`src/rtl/recip_arbiter_if.sv`:
```
// rtl/recip_arbiter_if.sv - requester, reciprocal-unit and response bundle for recip_arbiter
// master is the environment side (requesters, reciprocal unit, consumer); slave is the arbiter.
interface recip_arbiter_if #(
  parameter int N_REQ  = 4,
  parameter int DATA_W = 8
);
  localparam int ID_W = (N_REQ > 1) ? $clog2(N_REQ) : 1;

  logic [N_REQ-1:0]        req_valid;
  logic [N_REQ*DATA_W-1:0] req_data;
  logic [N_REQ-1:0]        req_ready;
  logic [DATA_W-1:0]       recip_in;
  logic [DATA_W-1:0]       recip_out;
  logic                    rsp_valid;
  logic                    rsp_ready;
  logic [ID_W-1:0]         rsp_id;
  logic [DATA_W-1:0]       rsp_data;

  modport master (
    output req_valid, req_data, recip_out, rsp_ready,
    input  req_ready, recip_in, rsp_valid, rsp_id, rsp_data
  );

  modport slave (
    input  req_valid, req_data, recip_out, rsp_ready,
    output req_ready, recip_in, rsp_valid, rsp_id, rsp_data
  );
endinterface

```
`src/rtl/recip_arbiter.sv`:
```
// rtl/recip_arbiter.sv - round-robin sharing of one fixed-latency reciprocal unit
// Issues are credit-limited so every in-flight result is guaranteed a slot in the output FIFO.
module recip_arbiter #(
  parameter int N_REQ      = 4,
  parameter int DATA_W     = 8,
  parameter int RECIP_LAT  = 1,
  parameter int FIFO_DEPTH = RECIP_LAT + 2
) (
  input  logic            clk,
  input  logic            rst_n,
  recip_arbiter_if.slave  bus
);
  localparam int ID_W  = (N_REQ > 1) ? $clog2(N_REQ) : 1;
  localparam int CNT_W = $clog2(FIFO_DEPTH + 1);
  localparam int PTR_W = (FIFO_DEPTH > 1) ? $clog2(FIFO_DEPTH) : 1;
  localparam int ENT_W = ID_W + DATA_W;

  logic [ID_W-1:0]  last_grant;
  logic [N_REQ-1:0] grant;
  logic [ID_W-1:0]  grant_id;
  logic             grant_any;
  logic             issue_ok;
  logic             hs;

  logic [RECIP_LAT-1:0] tag_vld;
  logic [ID_W-1:0]      tag_id [RECIP_LAT];
  logic                 push;
  logic                 pop;

  logic [CNT_W-1:0] inflight;
  logic [CNT_W-1:0] fifo_count;
  logic [PTR_W-1:0] wr_ptr;
  logic [PTR_W-1:0] rd_ptr;
  logic [ENT_W-1:0] mem [FIFO_DEPTH];
  logic [ENT_W-1:0] head;

  // Walk from the requester after last_grant, wrapping at N_REQ (not a power of two in general).
  always_comb begin
    logic [ID_W-1:0] idx;
    grant     = '0;
    grant_id  = '0;
    grant_any = 1'b0;
    idx       = (last_grant == ID_W'(N_REQ - 1)) ? '0 : last_grant + 1'b1;
    for (int k = 0; k < N_REQ; k++) begin
      if (!grant_any && bus.req_valid[idx]) begin
        grant_any   = 1'b1;
        grant[idx]  = 1'b1;
        grant_id    = idx;
      end
      idx = (idx == ID_W'(N_REQ - 1)) ? '0 : idx + 1'b1;
    end
  end

  assign issue_ok      = ({1'b0, inflight} + {1'b0, fifo_count}) < (CNT_W + 1)'(FIFO_DEPTH);
  assign bus.req_ready = grant & {N_REQ{issue_ok & rst_n}};
  assign hs            = |(bus.req_valid & bus.req_ready);

  assign push = tag_vld[RECIP_LAT-1];
  assign pop  = bus.rsp_valid & bus.rsp_ready;

  always_ff @(posedge clk or negedge rst_n) begin
    if (!rst_n) begin
      last_grant   <= ID_W'(N_REQ - 1);
      bus.recip_in <= '0;
      tag_vld      <= '0;
      for (int s = 0; s < RECIP_LAT; s++) tag_id[s] <= '0;
    end else begin
      tag_vld[0] <= hs;
      if (hs) begin
        last_grant   <= grant_id;
        tag_id[0]    <= grant_id;
        bus.recip_in <= bus.req_data[grant_id*DATA_W +: DATA_W];
      end
      for (int s = 1; s < RECIP_LAT; s++) begin
        tag_vld[s] <= tag_vld[s-1];
        tag_id[s]  <= tag_id[s-1];
      end
    end
  end

  always_ff @(posedge clk or negedge rst_n) begin
    if (!rst_n) begin
      inflight   <= '0;
      fifo_count <= '0;
      wr_ptr     <= '0;
      rd_ptr     <= '0;
    end else begin
      if (hs && !push)      inflight <= inflight + 1'b1;
      else if (!hs && push) inflight <= inflight - 1'b1;

      if (push && !pop)      fifo_count <= fifo_count + 1'b1;
      else if (!push && pop) fifo_count <= fifo_count - 1'b1;

      if (push) wr_ptr <= (wr_ptr == PTR_W'(FIFO_DEPTH - 1)) ? '0 : wr_ptr + 1'b1;
      if (pop)  rd_ptr <= (rd_ptr == PTR_W'(FIFO_DEPTH - 1)) ? '0 : rd_ptr + 1'b1;
    end
  end

  // Storage needs no reset: stale entries are unreachable once the pointers and count clear.
  always_ff @(posedge clk) begin
    if (push) mem[wr_ptr] <= {tag_id[RECIP_LAT-1], bus.recip_out};
  end

  assign head          = mem[rd_ptr];
  assign bus.rsp_valid = (fifo_count != '0);
  assign bus.rsp_id    = bus.rsp_valid ? head[ENT_W-1:DATA_W] : '0;
  assign bus.rsp_data  = bus.rsp_valid ? head[DATA_W-1:0] : '0;

  fifo_no_overflow: assert property (@(posedge clk) disable iff (!rst_n)
    !(push && !pop && (fifo_count == CNT_W'(FIFO_DEPTH))));

endmodule

```
`src/flat_wrapper.sv`:
```
// flat-port wrapper written by rule: the top's interface ports become plain ports
module recip_arbiter_flat 
#(
  parameter int N_REQ      = 4,
  parameter int DATA_W     = 8,
  parameter int RECIP_LAT  = 1,
  parameter int FIFO_DEPTH = RECIP_LAT + 2
)
  (clk, rst_n, bus_req_valid, bus_req_data, bus_recip_out, bus_rsp_ready, bus_req_ready, bus_recip_in, bus_rsp_valid, bus_rsp_id, bus_rsp_data);
  recip_arbiter_if #(.N_REQ(N_REQ), .DATA_W(DATA_W)) bus_i ();
  input  logic clk;
  input  logic rst_n;
  input wire logic [$bits(bus_i.req_valid)-1:0] bus_req_valid;
  input wire logic [$bits(bus_i.req_data)-1:0] bus_req_data;
  input wire logic [$bits(bus_i.recip_out)-1:0] bus_recip_out;
  input wire logic [$bits(bus_i.rsp_ready)-1:0] bus_rsp_ready;
  output wire logic [$bits(bus_i.req_ready)-1:0] bus_req_ready;
  output wire logic [$bits(bus_i.recip_in)-1:0] bus_recip_in;
  output wire logic [$bits(bus_i.rsp_valid)-1:0] bus_rsp_valid;
  output wire logic [$bits(bus_i.rsp_id)-1:0] bus_rsp_id;
  output wire logic [$bits(bus_i.rsp_data)-1:0] bus_rsp_data;
  assign bus_i.req_valid = bus_req_valid;
  assign bus_i.req_data = bus_req_data;
  assign bus_i.recip_out = bus_recip_out;
  assign bus_i.rsp_ready = bus_rsp_ready;
  assign bus_req_ready = bus_i.req_ready;
  assign bus_recip_in = bus_i.recip_in;
  assign bus_rsp_valid = bus_i.rsp_valid;
  assign bus_rsp_id = bus_i.rsp_id;
  assign bus_rsp_data = bus_i.rsp_data;
  recip_arbiter #(.N_REQ(N_REQ), .DATA_W(DATA_W), .RECIP_LAT(RECIP_LAT), .FIFO_DEPTH(FIFO_DEPTH)) u_core (.clk(clk), .rst_n(rst_n), .bus(bus_i));
endmodule
```
`config.mk`:
```
export PLATFORM = sky130hd
export DESIGN_NAME = recip_arbiter_flat
export DESIGN_NICKNAME = d
export VERILOG_FILES = /design/src/rtl/recip_arbiter_if.sv /design/src/rtl/recip_arbiter.sv /design/src/flat_wrapper.sv
export SDC_FILE = /design/constraint.sdc
export NUM_CORES = 1
export LEC_CHECK = 0
export BUFFER_PORTS_ARGS = -buffer_cell sky130_fd_sc_hd__buf_4
export CAP_MARGIN = 20
export CORE_UTILIZATION = 23
export CTS_CLUSTER_DIAMETER = 40
export DETAILED_ROUTE_END_ITERATION = 16
export HOLD_SLACK_MARGIN = 0.15
export PLACE_DENSITY = 0.51
export SETUP_SLACK_MARGIN = 0.15
export SYNTH_ARGS = -nofsm -noshare
export SYNTH_HDL_FRONTEND = slang
export SYNTH_SLANG_ARGS = --single-unit
```
`constraint.sdc`:
```
create_clock -name clk -period 3.8 [get_ports clk]
set_input_delay 0.76 -clock clk [delete_from_list [all_inputs] [get_ports clk]]
set_output_delay 0.76 -clock clk [all_outputs]
set_load 0.1 [all_outputs]
```
==> impl_results.md <==
* Status: complete, no violations
* Remaining DRCs at 0
* Worst-margin pin slew at roughly 950 ps
* Max Clock Skew at approximately 2.9 ps
* GRT Residual Overflow at 0
* CTS Sinks at 51
* Number of fill cells at approximately 1300
* Number of antenna violations at the first check in global routing at 0
* Cell accounting for the most synthesized area: edfxtp_1
* Drt via density at roughly 4.2
* Setup_tns at 0 ps
* Initial DRT Pass Iterations at 4
* Ports at 70
* Relative slew margins at between 30% and 40%
* WS Path Type: flop to primary output
* DRT iter0 DRCs at 60
* Synth warn at 0
* Reg clk slew, reported paths at around 70 ps
* Gr usage total at 9.475%
* Top cell type's share of synthesized area at 31.26%
* Antenna cell count at 0
* Number of global-route vias before repair at just over 2000
* RSZ-0062 raised after global routing: true
* Max-cap check violation count at 0
* Die area at ~0.013 mm^2
* Critical path required time at 3040 ps
* Row count at 40
* WL final at ~6000 um
* Die height at approximately 110 um
* CP Launch Type: flop
* Count leader, synth: mux2i_1
* GP Congestion at slightly above 0.8
* Effective utilization at floorplan at between 20% and 30%
* First-pass GRT wire length at approximately 10000 um
* Avg Inst Size Synth at approximately 12 um^2
* Worst r2r src: u_core.last_grant[0]$_DFFE_PN1N_
* Cell variety after synth at 44
* Die Width at around 110 um
* Primary FF master, synth: edfxtp_1
* Via count at approximately 2100
* Synthesized flop and latch total at 51
* Area contributors post-synth: edfxtp_1 (31%), dfrtp_1 (17%), mux2i_1 (13%)
* Clk buf depth at 2
* R2R depth at 8
* Inserted Clock Buffers at 5
* Post-synth EDFFs at 30
* Hold Path Class: primary input to asynchronous set/reset pin
* Hold Fails Final Rpt at 0
* Minimum clock period after layout at between 3000 and 4000 ps
* Synth cell count leaders: mux2i_1 (36), edfxtp_1 (30), nor2_1 (27), dfrtp_1 (19)
* Hold Buf Count CTS at 0
* Flop2flop setup slack at roughly 400 ps
* Routed WL per cell at between 10 and 15 um
* Critical path peak fanout at 9
* Max-slew violations at 0
* Final period utilization at between 90% and 100%
* Synth-to-layout area growth at 35.52%
* Mapped cell area at between 0.002 and 0.003 mm^2
* Worst R2R End: u_core.bus.recip_in[2]$_DFFE_PN0N_
* Setup violators final at 0
* Mapped Nets at 305
* Post-route ant nets at 0
* Largest net degree at the start of global routing at 24
* CTS tree: yes
* CP Data Arrival Time at 2700 ps
* Final #Nets at approximately 380
* Ys async rst share at between 40 and 50%
* Syn Inst Count at about 250
* Core area at approximately 0.012 mm^2
* Highest clock rate at slightly below 300 MHz
* Root buf cell: clkbuf_16
* Port bufs at 69
* Sequential area share after synthesis at 49.59%
* H-tree depth at 2
* Hpwl dp at 4386 um
* Clock Latency Late Sink at between 200 and 300 ps
* CP endpoint kind: primary output
* Share of cells above drive strength 1 at 36.25%
[cell type report]
| type | count | area (um^2) | share of cell area (%) |
|---|---|---|---|
| clock buffer | 5 | 125.1 | 3.204 |
| clock inverter | 3 | 42.54 | 1.089 |
| sequential | 51 | 1429 | 36.59 |
| multi-input combinational | 170 | 1460 | 37.39 |
| inverter | 13 | 48.80 | 1.250 |
| tap | 168 | 210.2 | 5.383 |
| timing repair buffer | 78 | 589.3 | 15.09 |
[metrics by stage]
stage / std cells / cell area (um^2) / hold WS (ps) / setup slack, ps / utilization (%)
after floorplan: 246 / 2924 / 459.5 / 78.35 / -
after global placement: 480 / 3687 / 491.7 / 290.9 / 30.44
after detailed placement: 480 / 3687 / 496.4 / 286.3 / 30.44
after CTS: 488 / 3862 / 365.7 / 188.8 / 31.89
after global routing: 488 / 3905 / 364.2 / 116.6 / 32.24
final: 488 / 3905 / 348.3 / 336.6 / 32.24
[worst max-delay path: stages (launching register included)]
cell       delay (ps)
dfstp_2           630
ha_2              300
nor2_2             90
mux4_2            470
and2_4            190
a2111oi_4         390
a21oi_4            90
buf_4             250
[sequential cells by signal, summed over array words and instances, names as in the netlist]
| signal | count |
|---|---|
| u_core.bus.recip_in | 8 |
| u_core.push | 1 |
| u_core.inflight | 2 |
| u_core.wr_ptr | 2 |
| u_core.last_grant | 2 |
| u_core.rd_ptr | 2 |
| u_core.mem | 30 |
| u_core.fifo_count | 2 |
| u_core.tag_id | 2 |
[cell usage in the layout (no fill, tap or decap), drive strengths merged, types with 2 or more instances in the layout]
cell type,n
a2111oi,2
a21o,3
a21oi,13
a221oi,3
a311oi,2
a31oi,3
and2,2
and3,2
buf,78
clkbuf,5
dfrtp,19
dfstp,2
edfxtp,30
ha,11
inv,14
mux2,13
mux2i,36
nand2,13
nand2b,3
nand4,2
nor2,28
nor2b,3
nor3,3
nor3b,2
o21ai,9
xnor2,4
xor2,2
[kinds of logic after synthesis]
group | count (synthesis) | share of synthesized area [%]
xor+xnor | 6 | 1.824
fa+ha+maj | 12 | 5.471
buf+inv | 25 | 3.647
flops | 51 | 49.59
compound gates | 42 | 10.20
mux | 50 | 19.54
simple gates | 60 | 9.727
[how the worst max path moves through the flow]
stage | from | to | slack, ps | cells past startpoint
2_1_floorplan | bus_req_valid[3] | u_core.inflight[1]$_DFFE_PN0P_ | 80 | 13
3_3_place_gp | bus_req_valid[1] | bus_req_ready[3] | 290 | 7
4_1_cts | u_core.last_grant[0]$_DFFE_PN1N_ | bus_req_ready[2] | 190 | 7
6_report | u_core.last_grant[0]$_DFFE_PN1N_ | bus_req_ready[2] | 340 | 7
3_5_place_dp | u_core.last_grant[0]$_DFFE_PN1N_ | u_core.bus.recip_in[2]$_DFFE_PN0N_ | 290 | 9
5_1_grt | u_core.last_grant[0]$_DFFE_PN1N_ | bus_req_ready[2] | 120 | 9
[metal layers]
metal / track usage [%] / routed length [um] / vias to the layer above
met4: 2.684 / 58 / 0
li1: - / - / 1037
met3: 2.072 / 326 / 6
met2: 16.20 / 2849 / 64
met1: 11.99 / 2742 / 950
met5: 0 / 0 / -
[what timing repair did]
action	CTS	global route
setup buffers	0	0
pin swaps	0	0
resized for setup	1	6
setup endpoints to repair	1	15
Power is not shown: default switching activity piles up to over one toggle a cycle in this logic, so the estimate is an artifact.
